## src/rtl/control_pkg.sv

```systemverilog
// Shared types and encodings for the control sequencer: phase codes, opcodes,
// ALU selects and the per-cycle enable vector.
package control_pkg;

  typedef enum logic [2:0] {
    ST_FETCH     = 3'd0,
    ST_DECODE    = 3'd1,
    ST_EXECUTE   = 3'd2,
    ST_MEMORY    = 3'd3,
    ST_WRITEBACK = 3'd4,
    ST_HALTED    = 3'd5
  } state_t;

  localparam logic [3:0] OP_NOP   = 4'b0000;
  localparam logic [3:0] OP_ADD   = 4'b0001;
  localparam logic [3:0] OP_SUB   = 4'b0010;
  localparam logic [3:0] OP_AND   = 4'b0011;
  localparam logic [3:0] OP_OR    = 4'b0100;
  localparam logic [3:0] OP_LOAD  = 4'b0101;
  localparam logic [3:0] OP_STORE = 4'b0110;
  localparam logic [3:0] OP_BLT   = 4'b0111;
  localparam logic [3:0] OP_HALT  = 4'b1111;

  localparam logic [1:0] ALU_ADD = 2'b00;
  localparam logic [1:0] ALU_SUB = 2'b01;
  localparam logic [1:0] ALU_AND = 2'b10;
  localparam logic [1:0] ALU_OR  = 2'b11;

  // Single-bit enables driven to the datapath each cycle
  typedef struct packed {
    logic instr_rd;
    logic read_1;
    logic read_2;
    logic ram_rd;
    logic ram_wr;
    logic reg_wr;
    logic pc_en;
    logic pc_load;
    logic halted;
    logic illegal;
  } ctrl_t;

endpackage

```

## src/rtl/control_decode.sv

```systemverilog
// Combinational output decoder: maps the upcoming phase, latched opcode and
// branch latch to the enable vector and ALU select registered by the top.
module control_decode
  import control_pkg::*;
#(
  parameter int unsigned OPCODE_W = 4,
  parameter int unsigned ALU_W    = 2
) (
  input  state_t              next_state_i,
  input  logic [OPCODE_W-1:0] opcode_i,
  input  logic                branch_i,
  output ctrl_t               ctrl_c_o,
  output logic [ALU_W-1:0]    alu_c_o
);

  logic                legal;
  logic [OPCODE_W-1:0] op_eff;

  // Undefined opcodes behave as NOP once flagged
  always_comb begin
    legal = 1'b0;
    case (opcode_i)
      OPCODE_W'(OP_NOP), OPCODE_W'(OP_ADD), OPCODE_W'(OP_SUB), OPCODE_W'(OP_AND),
      OPCODE_W'(OP_OR), OPCODE_W'(OP_LOAD), OPCODE_W'(OP_STORE), OPCODE_W'(OP_BLT),
      OPCODE_W'(OP_HALT): legal = 1'b1;
      default:            legal = 1'b0;
    endcase
    op_eff = legal ? opcode_i : OPCODE_W'(OP_NOP);
  end

  always_comb begin
    ctrl_c_o = '0;
    alu_c_o  = '0;
    case (next_state_i)
      ST_FETCH: ctrl_c_o.instr_rd = 1'b1;
      ST_DECODE: begin
        ctrl_c_o.read_1  = 1'b1;
        ctrl_c_o.read_2  = 1'b1;
        ctrl_c_o.illegal = ~legal;
      end
      ST_EXECUTE: begin
        case (op_eff)
          OPCODE_W'(OP_ADD):                    alu_c_o = ALU_W'(ALU_ADD);
          OPCODE_W'(OP_SUB), OPCODE_W'(OP_BLT): alu_c_o = ALU_W'(ALU_SUB);
          OPCODE_W'(OP_AND):                    alu_c_o = ALU_W'(ALU_AND);
          OPCODE_W'(OP_OR):                     alu_c_o = ALU_W'(ALU_OR);
          default:                              alu_c_o = ALU_W'(ALU_ADD);
        endcase
      end
      ST_MEMORY: begin
        ctrl_c_o.ram_rd = (op_eff == OPCODE_W'(OP_LOAD));
        ctrl_c_o.ram_wr = (op_eff == OPCODE_W'(OP_STORE));
      end
      ST_WRITEBACK: begin
        ctrl_c_o.reg_wr = (op_eff == OPCODE_W'(OP_ADD)) || (op_eff == OPCODE_W'(OP_SUB)) ||
                          (op_eff == OPCODE_W'(OP_AND)) || (op_eff == OPCODE_W'(OP_OR))  ||
                          (op_eff == OPCODE_W'(OP_LOAD));
        // Taken branch loads the target instead of incrementing
        if ((op_eff == OPCODE_W'(OP_BLT)) && branch_i) begin
          ctrl_c_o.pc_load = 1'b1;
        end else begin
          ctrl_c_o.pc_en = 1'b1;
        end
      end
      ST_HALTED: ctrl_c_o.halted = 1'b1;
      default: begin
        ctrl_c_o = '0;
        alu_c_o  = '0;
      end
    endcase
  end

endmodule

```

## src/rtl/control_sequencer.sv

```systemverilog
// Multi-cycle control sequencer: owns the phase FSM, latches the opcode and
// registers datapath enables per phase. CTRL_RETIRE_COUNT_EN adds retired_count.
module control_sequencer
  import control_pkg::*;
#(
  parameter int unsigned OPCODE_W = 4,
  parameter int unsigned ALU_W    = 2,
  parameter int unsigned STATE_W  = 3
`ifdef CTRL_RETIRE_COUNT_EN
  , parameter int unsigned COUNT_W = 16
`endif
) (
  input  logic                clock,
  input  logic                control_reset,
  input  logic [OPCODE_W-1:0] opcode,
  input  logic                LT_flag,
  input  logic                mem_ready,
  output logic [STATE_W-1:0]  state,
  output logic [OPCODE_W-1:0] opcode_store,
  output logic [ALU_W-1:0]    alu_control,
  output logic                instr_rdEN,
  output logic                read_1EN,
  output logic                read_2EN,
  output logic                RAM_rdEN,
  output logic                RAM_wrEN,
  output logic                reg_file_wrEN,
  output logic                PC_EN,
  output logic                PC_load,
  output logic                halted,
  output logic                illegal_op
`ifdef CTRL_RETIRE_COUNT_EN
  , output logic [COUNT_W-1:0] retired_count
`endif
);

  state_t              state_q, state_d;
  logic [OPCODE_W-1:0] opcode_store_q, opcode_store_d;
  logic                branch_q, branch_d;
  ctrl_t               ctrl_q, ctrl_d;
  logic [ALU_W-1:0]    alu_q, alu_d;
  logic                is_mem_op;

  assign is_mem_op = (opcode_store_q == OPCODE_W'(OP_LOAD)) ||
                     (opcode_store_q == OPCODE_W'(OP_STORE));

  // Phase sequencing plus opcode and branch latches
  always_comb begin
    state_d        = state_q;
    opcode_store_d = opcode_store_q;
    branch_d       = branch_q;
    case (state_q)
      ST_FETCH: begin
        state_d        = ST_DECODE;
        opcode_store_d = opcode;
      end
      ST_DECODE: begin
        state_d = (opcode_store_q == OPCODE_W'(OP_HALT)) ? ST_HALTED : ST_EXECUTE;
      end
      ST_EXECUTE: begin
        state_d = is_mem_op ? ST_MEMORY : ST_WRITEBACK;
        if (opcode_store_q == OPCODE_W'(OP_BLT)) begin
          branch_d = LT_flag;
        end
      end
      ST_MEMORY: begin
        if (mem_ready) begin
          state_d = ST_WRITEBACK;
        end
      end
      ST_WRITEBACK: state_d = ST_FETCH;
      ST_HALTED:    state_d = ST_HALTED;
      default:      state_d = ST_FETCH;
    endcase
  end

  // Decoding the next phase lets the registered outputs line up with state
  control_decode #(
    .OPCODE_W (OPCODE_W),
    .ALU_W    (ALU_W)
  ) u_decode (
    .next_state_i (state_d),
    .opcode_i     (opcode_store_d),
    .branch_i     (branch_d),
    .ctrl_c_o     (ctrl_d),
    .alu_c_o      (alu_d)
  );

  always_ff @(posedge clock) begin
    if (!control_reset) begin
      state_q        <= ST_FETCH;
      opcode_store_q <= '0;
      branch_q       <= 1'b0;
      ctrl_q         <= '0;
      alu_q          <= '0;
    end else begin
      state_q        <= state_d;
      opcode_store_q <= opcode_store_d;
      branch_q       <= branch_d;
      ctrl_q         <= ctrl_d;
      alu_q          <= alu_d;
    end
  end

`ifdef CTRL_RETIRE_COUNT_EN
  logic [COUNT_W-1:0] retired_q;

  // Saturating count of completed writebacks
  always_ff @(posedge clock) begin
    if (!control_reset) begin
      retired_q <= '0;
    end else if ((state_q == ST_WRITEBACK) && (retired_q != '1)) begin
      retired_q <= retired_q + COUNT_W'(1);
    end
  end

  assign retired_count = retired_q;
`endif

  assign state         = STATE_W'(state_q);
  assign opcode_store  = opcode_store_q;
  assign alu_control   = alu_q;
  assign instr_rdEN    = ctrl_q.instr_rd;
  assign read_1EN      = ctrl_q.read_1;
  assign read_2EN      = ctrl_q.read_2;
  assign RAM_rdEN      = ctrl_q.ram_rd;
  assign RAM_wrEN      = ctrl_q.ram_wr;
  assign reg_file_wrEN = ctrl_q.reg_wr;
  assign PC_EN         = ctrl_q.pc_en;
  assign PC_load       = ctrl_q.pc_load;
  assign halted        = ctrl_q.halted;
  assign illegal_op    = ctrl_q.illegal;

endmodule

```

## config.mk

```make
export PLATFORM = sky130hd
export DESIGN_NAME = control_sequencer
export DESIGN_NICKNAME = d
export VERILOG_FILES = /design/src/rtl/control_pkg.sv /design/src/rtl/control_decode.sv /design/src/rtl/control_sequencer.sv
export SDC_FILE = /design/constraint.sdc
export NUM_CORES = 1
export LEC_CHECK = 0
export BUFFER_PORTS_ARGS = -buffer_cell sky130_fd_sc_hd__buf_4
export CAP_MARGIN = 15
export CORE_MARGIN = 8
export CORE_UTILIZATION = 50
export DETAILED_ROUTE_END_ITERATION = 12
export PLACE_DENSITY = 0.77
export SETUP_SLACK_MARGIN = 0.02
export SYNTH_ARGS = -nofsm -noshare
export SYNTH_HDL_FRONTEND = slang
export SYNTH_HIERARCHICAL = 1
export SYNTH_SLANG_ARGS = --single-unit
```

## constraint.sdc

```tcl
create_clock -name clock -period 4.9 [get_ports clock]
set_input_delay 0.98 -clock clock [delete_from_list [all_inputs] [get_ports clock]]
set_output_delay 0.98 -clock clock [all_outputs]
set_load 0.005 [all_outputs]
```

==> Word level (Yosys, flattened, before mapping) <==
Memory sizes are Yosys's and may differ from the RTL's.
Cells that the tools add are included.
{ "classes": {"bitwise_logic": 1, "muxes": 14, "reduce_logical": 13, "eq_ne": 20} }
{ "op_table": {"columns": ["cell", "count"], "rows": [
  ["$eq A4 B3 Y1 const B", 7],
  ["$pmux W3 S5", 1],
  ["$eq A3 B2 Y1 const B", 4],
  ["$eq A3 B3 Y1 const B", 3],
  ["$mux W3", 3],
  ["$eq A4 B2 Y1 const B", 2],
  ["$mux W4", 2],
  ["$reduce_and A2 Y1", 4],
  ["$eq A3 B1 Y1 const B", 2],
  ["$logic_not A3 Y1", 2],
  ["$mux W1", 6],
  ["$pmux W2 S3", 1],
  ["$logic_or A1 B1 Y1", 5],
  ["$eq A4 B1 Y1 const B", 1],
  ["$eq A4 B4 Y1 const B", 1],
  ["$mux W2", 1],
  ["$reduce_or A2 Y1", 1],
  ["$logic_and A1 B1 Y1", 1],
  ["$not A1 Y1", 1]
]} }
{ "word_totals": {"register_bits": 20, "wordCells": 63, "n_memories": 1, "romBits": 16} }
{ "memory_table": {"columns": ["memory", "depth", "width", "rd", "rd_clocked_by_memory_dff", "wr", "line_no", "source"], "rows": [
  ["(no name shown)", 16, 1, 1, 0, 0, "control_decode.sv:22", "case (opcode_i)"]
]} }

==> Depth between registers and ports, before layout <==
Gate-level depths: netlist (run 1).
An unclocked memory read counts as a cell.
{ "depth": {"depth_word": 9, "depth_mapped": 7} }

==> Hierarchy <==
Netlist (run 1), hierarchy kept.
{ "by_module_without_submodules": {"columns": ["mod", "cells_per_inst", "area_each_um2", "instances", "seq_area_each_um2"], "rows": [
  ["control_sequencer", 75, 777.0, 1, 400.4],
  ["control_decode", 27, 193.9, 1, 0.0]
]} }

==> Least setup slack after synthesis (run 1) <==
Ideal clock, no wire load.
{ "synth_timing": {"path_kind": "input to register", "startpoint": "input port mem_ready", "endpoint": "register ctrl_q, in the netlist reg_file_wrEN", "n_path_buf": 0, "slack_ns": 2.495, "required_ns": 4.841, "t_arrival_ns": 2.346, "stages": 6, "path_cell_list": "inv_1 -> a221o_1 -> nand3_1 -> or3b_4 -> a2111oi_2 -> and2_1"} }
{ "synth_between": {"elab_chain_len": 4} }
{ "synth_rtl": {"columns": ["item", "line_no", "source"], "rows": [
  ["from (decl)", "control_sequencer.sv:17", "input logic mem_ready,"],
  ["$mux W3", "control_sequencer.sv:66", "if (mem_ready) begin"],
  ["$pmux W3 S5", "control_sequencer.sv:51", "case (state_q)"],
  ["named net state_d[2]", "control_sequencer.sv:36", "state_t state_q, state_d;"],
  ["$eq A3 B3 Y1", "control_decode.sv:34", "case (next_state_i)"],
  ["$reduce_and A2 Y1 (no source line)", null, null],
  ["to (signal assigned)", "control_sequencer.sv:99", "ctrl_q <= ctrl_d;"],
  ["to (decl)", "control_sequencer.sv:39", "ctrl_t ctrl_q, ctrl_d;"]
]} }
The timed path passes the listed nets, and every way through them passes these cells.
A chain may end at the register's enable or synchronous reset.

==> Final worst setup path (run 1) <==
{ "layout_timing": {"startpoint": "input port mem_ready", "endpoint": "register alu_q[0] (netlist: alu_control[0])"} }
{ "layout_between": {"elab_chain_len": 4} }
{ "layout_rtl": {"columns": ["item", "line_no", "source"], "rows": [
  ["$mux W3", "control_sequencer.sv:66", null],
  ["$pmux W3 S5", "control_sequencer.sv:51", null],
  ["named net state_d[2]", "control_sequencer.sv:36", null],
  ["$eq A3 B2 Y1", "control_decode.sv:34", null],
  ["$reduce_and A2 Y1 (no source line)", null, null],
  ["to (signal assigned)", "control_sequencer.sv:100", "alu_q <= alu_d;"],
  ["to (decl)", "control_sequencer.sv:40", "logic [ALU_W-1:0] alu_q, alu_d;"]
]} }
The timed path passes the listed nets, and every way through them passes these cells.

==> results.md, run 1 <==
- Post-CTS resize count: 0
- FF+latch count, synth: 20
- Die area: roughly 0.0036 mm2
- Reg2reg start: state[2]
- CTS H-Tree Depth: 1
- CTS hold repair buffers: 0
- Setup violators final: 0
- Chip width: ~60 um
- Synth unique cells: 39
- Worst VDD drop: between 0.0003 and 0.0004 V
- IO Port Bufs: 26
- Setup TNS: 0 ps
- Slew margin rel.: 0.627
- RD Place Congestion: 0.814
- RSZ-0062 raised after global routing: false
- First-pass DRT Iterations: 4
- DRC viols: 0
- Final worst slack: around 2500 ps
- Initial antenna violation count: 0
- Critical Path Start: mem_ready
- Min Tclk post-route: approximately 2400 ps
- Worst hold path startpoint: branch_q
- Drt wl/cell: 14.5 um
- Max-slew violations: 0
- Clk root buf: clkbuf_4
- Die Y: 60.1 um
- Vias per cell: around 5.4
- CORE AREA: 0.00190 mm2
- CTS Sinks: 20
- I/O pin total: 27
- Nets@finish: 136
- CTS tree: yes
- Total GRT Usage: 0.141
- CP Class: in -> reg
- Post-Syn Instances: ~100
- FP Rows: 16
- Hold Crit Class: reg -> reg
- CP max FO: 6
- Register area share after synthesis: 0.412
- Post-Route WL: 2240 um
- Mapped Avg Cell Area: around 9.5 um2
- Layout Skew: 2.27 ps
- Pin slew with the least headroom to its limit: 556 ps
- Final hold violation count: 0
- Most frequent cells in the layout: buf_4, dfxtp_1, and2_1, inv_1
- Outcome: complete, no violations
- Period utilisation layout: 0.490
- Commonest non-fill, non-tap cell in the layout: buf_4
- Reg clk slew, reported paths: 110 ps
- Syn Nets: 110
- Via count: roughly 840
- Max clock buf depth: 2
- Pleak: about 0.53 nW
- Post-CTS Setup Repair Bufs: 0
- FMAX: 416 MHz
- Worst setup EP type: register
- HPWL Detailed: 1680 um
- Crit start category: input pin
- Gr ovfl total: 0
- Data arrival, critical path: around 2700 ps
- Mapped cell area: roughly 970 um2
- Ant. Diodes: 0
- Clock latency on the worst-skew pair: 300 ps
- Largest net degree at the start of global routing: 19
- Share of cells above drive strength 1: 0.323
- P per Cell Area: 488 mW/mm2
- Routed Antenna Nets: 0
- Synth warn: 6
- Initial core utilization: 0.511
- First-pass GRT wire length: 3910 um
- WP data required: 5150 ps
- FILL cells: about 160
- Area delta synth->final: 26.4%
- Num CTS Buffers: 3
- Vias in the first global route: 847
- Max cap viols: 0
- Dpl ws: approximately 2200 ps
- Drt first-iter violations: between 40 and 50
==> area by class of cell <==
cell class	instances	area, um2	area share
sequential	20	400	0.326
timing repair buffer	26	195	0.159
clock buffer	3	22.5	0.0183
multi-input combinational	72	527	0.429
inverter	5	18.8	0.0153
tap	27	33.8	0.0275
clock inverter	1	30.0	0.0245
==> logic make-up after synthesis <==
| logic type | share of synthesized area |
|---|---|
| flops | 0.412 |
| mux | 0.0464 |
| buf+inv | 0.0451 |
| compound gates | 0.104 |
| xor+xnor | 0.0180 |
| simple gates | 0.374 |
==> critical path, stage by stage <==
cell	delay, ps
buf_4	120
and3b_2	190
o21ai_0	240
nand3_1	210
or4b_1	580
a211oi_1	190
and2_1	150
==> worst paths after layout <==
kind	endpoint	slack, ps	cells after the start
setup / recovery	alu_control[0]	2500	7
hold / removal	branch_q	550	3
setup reg to reg	reg_file_wrEN	2570	6
hold reg to reg	branch_q	550	3
==> flip-flops by register name, summed over array words and instances, names as in the netlist <==
| register | flops |
|---|---|
| PC_EN | 1 |
| PC_load | 1 |
| RAM_rdEN | 1 |
| RAM_wrEN | 1 |
| alu_control | 2 |
| branch_q | 1 |
| halted | 1 |
| illegal_op | 1 |
| instr_rdEN | 1 |
| opcode_store | 4 |
| read_1EN | 1 |
| read_2EN | 1 |
| reg_file_wrEN | 1 |
| state | 3 |
==> layer usage <==
layer / vias to the layer above / part of all wire / track usage
met5: - / 0 / 0
met4: 0 / 0 / 0.0510
met3: 0 / 0.12 / 0.0495
met2: 41 / 0.51 / 0.237
met1: 385 / 0.37 / 0.160
li1: 411 / - / -
==> per-stage QoR <==
step	instances	util	hold slack (ps)	instance area [um2]	power, mW
6_report	154	0.645	551	1230	0.599
5_1_grt	154	0.645	599	1230	0.644
4_1_cts	154	0.645	548	1230	0.599
3_5_place_dp	150	0.618	530	1170	0.465
3_3_place_gp	150	0.618	524	1170	0.457
2_1_floorplan	102	-	511	971	0.394
==> synthesized netlist by cell type <==
library cell  count  share of area
a21boi_0          1         0.0077
nand2b_1          2          0.013
mux2_2            4          0.046
a41oi_1           1         0.0090
or3b_1            3          0.027
and2_1           17           0.11
and3_4            1          0.012
and3_1            2          0.013
or4b_1            1          0.010
a21oi_1           3          0.015
nand2_1           2         0.0077
or3b_4            1          0.012
clkbuf_1          2         0.0077
nor2b_1           4          0.026
a221o_1           1          0.010
nor4_1            3          0.019
inv_1             5          0.019
nand3b_1          1         0.0077
nand4_1           2          0.013
a31o_2            1         0.0090
o21ai_0           1         0.0051
nor3b_1           4          0.031
buf_4             1         0.0077
clkbuf_2          1         0.0051
or3_1             1         0.0064
buf_2             1         0.0051
nor2_1            1         0.0039
a2111oi_2         1          0.015
xor2_1            1         0.0090
nor3_1            3          0.015
and3b_2           2          0.021
xnor2_1           1         0.0090
dfxtp_1          20           0.41
a211oi_1          1         0.0077
o31a_1            1         0.0090
nand3_1           2          0.010
a31oi_1           1         0.0064
nor3_4            1          0.017
a311oi_1          1         0.0090
==> power by group <==
group / internal (mW) / leakage [nW] / switching [mW]
registers: 0.192 / 0.163 / 0.0296
clock network: 0.0826 / 0.0279 / 0.0510
logic: 0.122 / 0.339 / 0.122
Note: power is estimated with default switching activity, not from simulation.
==> run 2, diff against run 1 <==
==> constraint.sdc (replaced) <==
create_clock -name clock -period 2.3 [get_ports clock]
set_input_delay 0.46 -clock clock [delete_from_list [all_inputs] [get_ports clock]]
set_output_delay 0.46 -clock clock [all_outputs]
set_load 0.005 [all_outputs]
==> results.md, run 2 (synthesis gave the netlist of run 1 again) <==
- IO Port Bufs: 26 (unchanged)
- Clock latency on the worst-skew pair: 300 ps (about the same)
- Worst hold slack: 452 ps (-99.6 ps)
- RD Place Congestion: 0.825 (+1.4%)
- WP data required: 2560 ps (-2590 ps)
- Outcome: complete, no violations
- Max clock buf depth: 2 (unchanged)
- Layout Utilization: 0.666 (+0.0204)
- Routed Antenna Nets: 0 (unchanged)
- Crit start category: register
- Reg clk slew, reported paths: 120 ps (about the same)
- Area delta synth->final: 30.4%
- Total GRT Usage: 0.134 (-0.00728)
- CTS tree: yes
- Critical Path, Cell by Cell: nand4_1 -> and3_4 -> or3_4 -> or3b_4 -> a2111oi_2 -> and2_1
- Drt wl/cell: 14.4 um (-0.86%)
- Setup TNS: 0 ps (unchanged)
- Final total power: 1.33 mW (+120%)
- Die Y: 60.1 um (unchanged)
- CTS Sinks: 20 (unchanged)
- Pleak: 0.548 nW (+3.3%)
- Nets@finish: 139 (+2.2%)
- I/O pin total: 27 (unchanged)
- Share of cells above drive strength 1: 0.392 (+0.0695)
- Commonest non-fill, non-tap cell in the layout: buf_4
- DRC viols: 0 (unchanged)
- Pin slew with the least headroom to its limit: 375 ps (-180 ps)
- HPWL Detailed: 1720 um (+2.6%)
- Min Tclk post-route: between 2000 and 2500 ps
- Worst VDD drop: 0.000726 V (+100%)
- Largest register FFs: 4 (unchanged)
- P per Cell Area: 1050 mW/mm2 (+120%)
- CP Class: reg -> reg
- First-pass DRT Iterations: 4 (unchanged)
- Max stage delay on crit path: 430 ps (-150 ps)
- RSZ-0062 raised after global routing: false
- Final worst slack: 191 ps (-2310 ps)
- Ant. Diodes: 0 (unchanged)
- Post-Route WL: 2260 um (+1.1%)
- Slowest CP cell: or3b_4
- CTS hold repair buffers: 0 (unchanged)
- Slew margin rel.: 0.748 (+0.122)
- Vias in the first global route: 848 (+0.12%)
- Data arrival, critical path: 2370 ps (-280 ps)
- Max-slew violations: 0 (unchanged)
- Chip width: 60.1 um (unchanged)
- Clk root buf: clkbuf_4
- Num CTS Buffers: 3 (unchanged)
- Gr ovfl total: 0 (unchanged)
- Vias per cell: 5.50 (+1.3%)
- Most frequent cells in the layout: buf_4, and2_1, dfxtp_1, inv_1, dfxtp_2
- Final hold violation count: 0 (unchanged)
- First-pass GRT wire length: 3710 um (-5.1%)
- FP Rows: 16 (unchanged)
- Initial antenna violation count: 0 (unchanged)
- Layout Skew: 12.1 ps (+9.85 ps)
- CORE AREA: 0.00190 mm2 (unchanged)
- Dpl ws: 65.5 ps (-2150 ps)
- Max cap viols: 0 (unchanged)
- Die area: 0.00361 mm2 (unchanged)
- FILL cells: 169 (+8.3%)
- Largest net degree at the start of global routing: 19 (unchanged)
- Via count: 864 (+3.2%)
- Initial core utilization: 0.511 (unchanged)
- CTS H-Tree Depth: 1 (unchanged)
- Period utilisation layout: 0.917
- Setup violators final: 0 (unchanged)
- CP max FO: 6 (unchanged)
- Hold Crit Class: in -> reg
- FMAX: 474 MHz
- Drt first-iter violations: 14 (-66%)
- Worst setup EP type: register
[run 2: cell count changes in the layout (fill, tap and decap cells not counted), sizes merged]
cell	previous run	this run
buf	26	29
[run 2: report_power, final]
part           internal [mW]  total, mW  switching [mW]
Clock                  0.176      0.288           0.112
Combinational          0.297      0.577           0.280
Sequential             0.413      0.465          0.0525
[run 2: cell type report]
class                      count  area [um2]  share of cell area
multi-input combinational     72         537               0.424
clock buffer                   3        22.5              0.0178
clock inverter                 1        30.0              0.0237
tap                           27        33.8              0.0267
sequential                    20         407               0.321
timing repair buffer          29         218               0.172
inverter                       5        18.8              0.0148
[run 2: through the flow]
stage	cells	area, um2
after detailed placement	153	1200
final	157	1270
after floorplan	102	971
after CTS	157	1250
after global placement	153	1200
after global routing	157	1270
[run 2: repair_timing]
action / in CTS / in global routing
gates resized for setup: 0 / 7
buffers inserted: 0 / 0
endpoints found under the setup margin: 0 / 5
[run 2: worst paths after layout]
kind,slack (ps),start,endpoint,cells after the start
setup / recovery,190,opcode_store[2],reg_file_wrEN,6
hold reg to reg,560,branch_q,branch_q,3
hold / removal,450,LT_flag,branch_q,3
setup reg to reg,190,opcode_store[2],reg_file_wrEN,6
[run 2: metal layers]
layer,up-vias,global-route usage,routed length [um]
met2,33,0.232,1130
met3,2,0.0409,181
met4,0,0.0510,14
met1,405,0.148,936
li1,424,-,-
met5,-,0,0
[run 2: worst max-delay path: cells and delay by family, from the launching register on]
kind	cells	cell delay, ps
simple gates	5	1360
compound gates	1	310
flops	1	390
==> run 3, diff against run 2 <==
--- a/config.mk
+++ b/config.mk
@@ -7,11 +7,14 @@
 export LEC_CHECK = 0
 export BUFFER_PORTS_ARGS = -buffer_cell sky130_fd_sc_hd__buf_4
 export CAP_MARGIN = 15
+export CELL_PAD_IN_SITES_DETAIL_PLACEMENT = 0
+export CELL_PAD_IN_SITES_GLOBAL_PLACEMENT = 1
 export CORE_MARGIN = 8
-export CORE_UTILIZATION = 50
+export CORE_UTILIZATION = 37
 export DETAILED_ROUTE_END_ITERATION = 12
-export PLACE_DENSITY = 0.77
+export PLACE_DENSITY_LB_ADDON = 0.1
 export SETUP_SLACK_MARGIN = 0.02
+export SLEW_MARGIN = 20
 export SYNTH_ARGS = -nofsm -noshare
 export SYNTH_HDL_FRONTEND = slang
 export SYNTH_HIERARCHICAL = 1
==> results.md, run 3 (synthesis gave the netlist of run 1 again) <==
- Slowest CP cell: dfxtp_1
- CORE AREA: 0.00248 mm2 (+30%)
- First-pass GRT wire length: 3880 um (+4.6%)
- Dpl ws: 55.9 ps (-9.59 ps)
- Pin slew with the least headroom to its limit: 370 ps (-5.62 ps)
- Num CTS Buffers: 3 (unchanged)
- CTS Sinks: 20 (unchanged)
- DRC viols: 0 (unchanged)
- Post-CTS resize count: 0 (unchanged)
- I/O pin total: 27 (unchanged)
- CTS H-Tree Depth: 1 (unchanged)
- Vias in the first global route: 820 (-3.3%)
- Initial core utilization: 0.392 (-0.119)
- Max-slew violations: 0 (unchanged)
- Clock network power share: 0.218 (+0.002)
- Drt first-iter violations: 31 (+17)
- Vias per cell: 5.14 (-6.7%)
- Placed insts: 157 (+2.6%)
- Commonest non-fill, non-tap cell in the layout: buf_4
- Min Tclk post-route: 2180 ps (+66.9 ps)
- Comb power frac: 0.426 (-0.008)
- P per Cell Area: 1040 mW/mm2 (-1.4%)
- CP Class: reg -> reg
- Via count: 827 (-4.3%)
- Die Y: 67.2 um (+12%)
- Final worst slack: 124 ps (-66.9 ps)
- Sw frac: 0.331 (-0.00277)
- FP Rows: 18 (+2)
- HPWL Detailed: 1710 um (-0.70%)
- RSZ-0062 raised after global routing: false
- Initial antenna violation count: 0 (unchanged)
- Met1 Use GR: 0.137 (-0.0115)
- Total GRT Usage: 0.112 (-0.0221)
- GR Util met2: 0.173 (-0.0591)
- Net Switching: 0.439 mW (-1.3%)
- Worst setup EP type: register
- Final cell count without fillers: 161 (+2.5%)
- Nets@finish: 140 (+0.72%)
- Largest register FFs: 4 (unchanged)
- Critical Path, Cell by Cell: nor3b_2 -> and3_1 -> or3_1 -> or3b_4 -> a2111oi_2 -> and2_1
- FMAX: 460 MHz (-3.1%)
- CP max FO: 7 (+1)
- Layer with the highest usage: met2
- Max clock buf depth: 2 (unchanged)
- Clock latency on the worst-skew pair: 300 ps (about the same)
- Max stage delay on crit path: 500 ps (+70 ps)
- Post-CTS Setup Repair Bufs: 0 (unchanged)
- CTS tree: yes
- FILL cells: 251 (+49%)
- Met3 Use GR: 0.0414 (+0.000531)
- Max cap viols: 0 (unchanged)
- Outcome: complete, no violations
- Pleak: 0.557 nW (+1.7%)
- Top delay family on crit path: simple AND/OR/NAND/NOR gates
- Ant. Diodes: 0 (unchanged)
- First-pass DRT Iterations: 4 (unchanged)
- Area delta synth->final: 31.7%
- Crit start category: register
- Int Pwr: 0.886 mW (about the same)
- Reg clk slew, reported paths: 120 ps (about the same)
- IO Port Bufs: 26 (unchanged)
- Post-Route WL: 2210 um (-2.6%)
- Slew margin rel.: 0.752 (+0.00344)
- Clk root buf: clkbuf_4
- Setup TNS: 0 ps (unchanged)
- Largest net degree at the start of global routing: 19 (unchanged)
- Share of cells above drive strength 1: 0.405 (+0.0123)
- Gr ovfl total: 0 (unchanged)
- Sequential share of power: 0.357 (+0.007)
- Setup violators final: 0 (unchanged)
- Worst hold slack: 434 ps (-17.9 ps)
- Routed Antenna Nets: 0 (unchanged)
- Worst VDD drop: 0.000566 V (-22%)
- WP data required: 2550 ps (about the same)
- CP Buf/Inv Count: 0 (unchanged)
- Chip width: 67.2 um (+12%)
- Layout Skew: 9.92 ps (-2.20 ps)
- Die area: 0.00452 mm2 (+25%)
- Data arrival, critical path: 2430 ps (+60 ps)
- Final hold violation count: 0 (unchanged)
- Most frequent cells in the layout: buf_4, and2_1, dfxtp_1, dfxtp_2, inv_1
- RD Place Congestion: 0.812 (-1.6%)
- Drt wl/cell: 13.7 um (-5.0%)
- Period utilisation layout: 0.946 (+0.0291)
- Hold Crit Class: in -> reg
- Layout Utilization: 0.516 (-0.150)
- CTS hold repair buffers: 0 (unchanged)
run 3: layer usage:
metal	wire length [um]	vias up
li1	-	419
met1	1020	391
met2	1050	15
met3	116	2
met4	18	0
met5	0	-
run 3: cell type report:
type / instances / area, um2 / area share
Clock buffer: 3 / 22.5 / 0.0176
Clock inverter: 1 / 30.0 / 0.0235
Inverter: 5 / 18.8 / 0.0147
Multi-Input combinational cell: 72 / 537 / 0.420
Sequential cell: 20 / 408 / 0.319
Tap cell: 30 / 37.5 / 0.0294
Timing Repair Buffer: 30 / 225 / 0.176
run 3: tightest hold or removal path, delay by kind of cell:
family	cells	cell delay, ps
buffers and inverters	1	110
AO/OA/AOI/OAI	1	60
AND/OR/NAND/NOR	1	80
run 3: power groups by stage:
stage	Clock [mW]	Sequential, mW	Combinational, mW
3_3_place_gp	0	0.470	0.558
4_1_cts	0.300	0.465	0.563
2_1_floorplan	0	0.464	0.376
3_5_place_dp	0	0.473	0.560
5_1_grt	0.320	0.482	0.627
6_report	0.288	0.472	0.564
run 3: path summary, 6_finish.rpt:
kind	slack, ps	end	cells after the start	startpoint
worst max-delay path	120	reg_file_wrEN	6	state[0]
worst min-delay path	430	branch_q	3	LT_flag
worst max register to register	120	reg_file_wrEN	6	state[0]
worst min register to register	540	branch_q	3	branch_q
run 3: per-stage QoR:
step / power, mW / area (um2)
after floorplan: 0.840 / 971
after global placement: 1.03 / 1210
after detailed placement: 1.03 / 1210
after CTS: 1.33 / 1260
after global routing: 1.43 / 1280
final: 1.32 / 1280
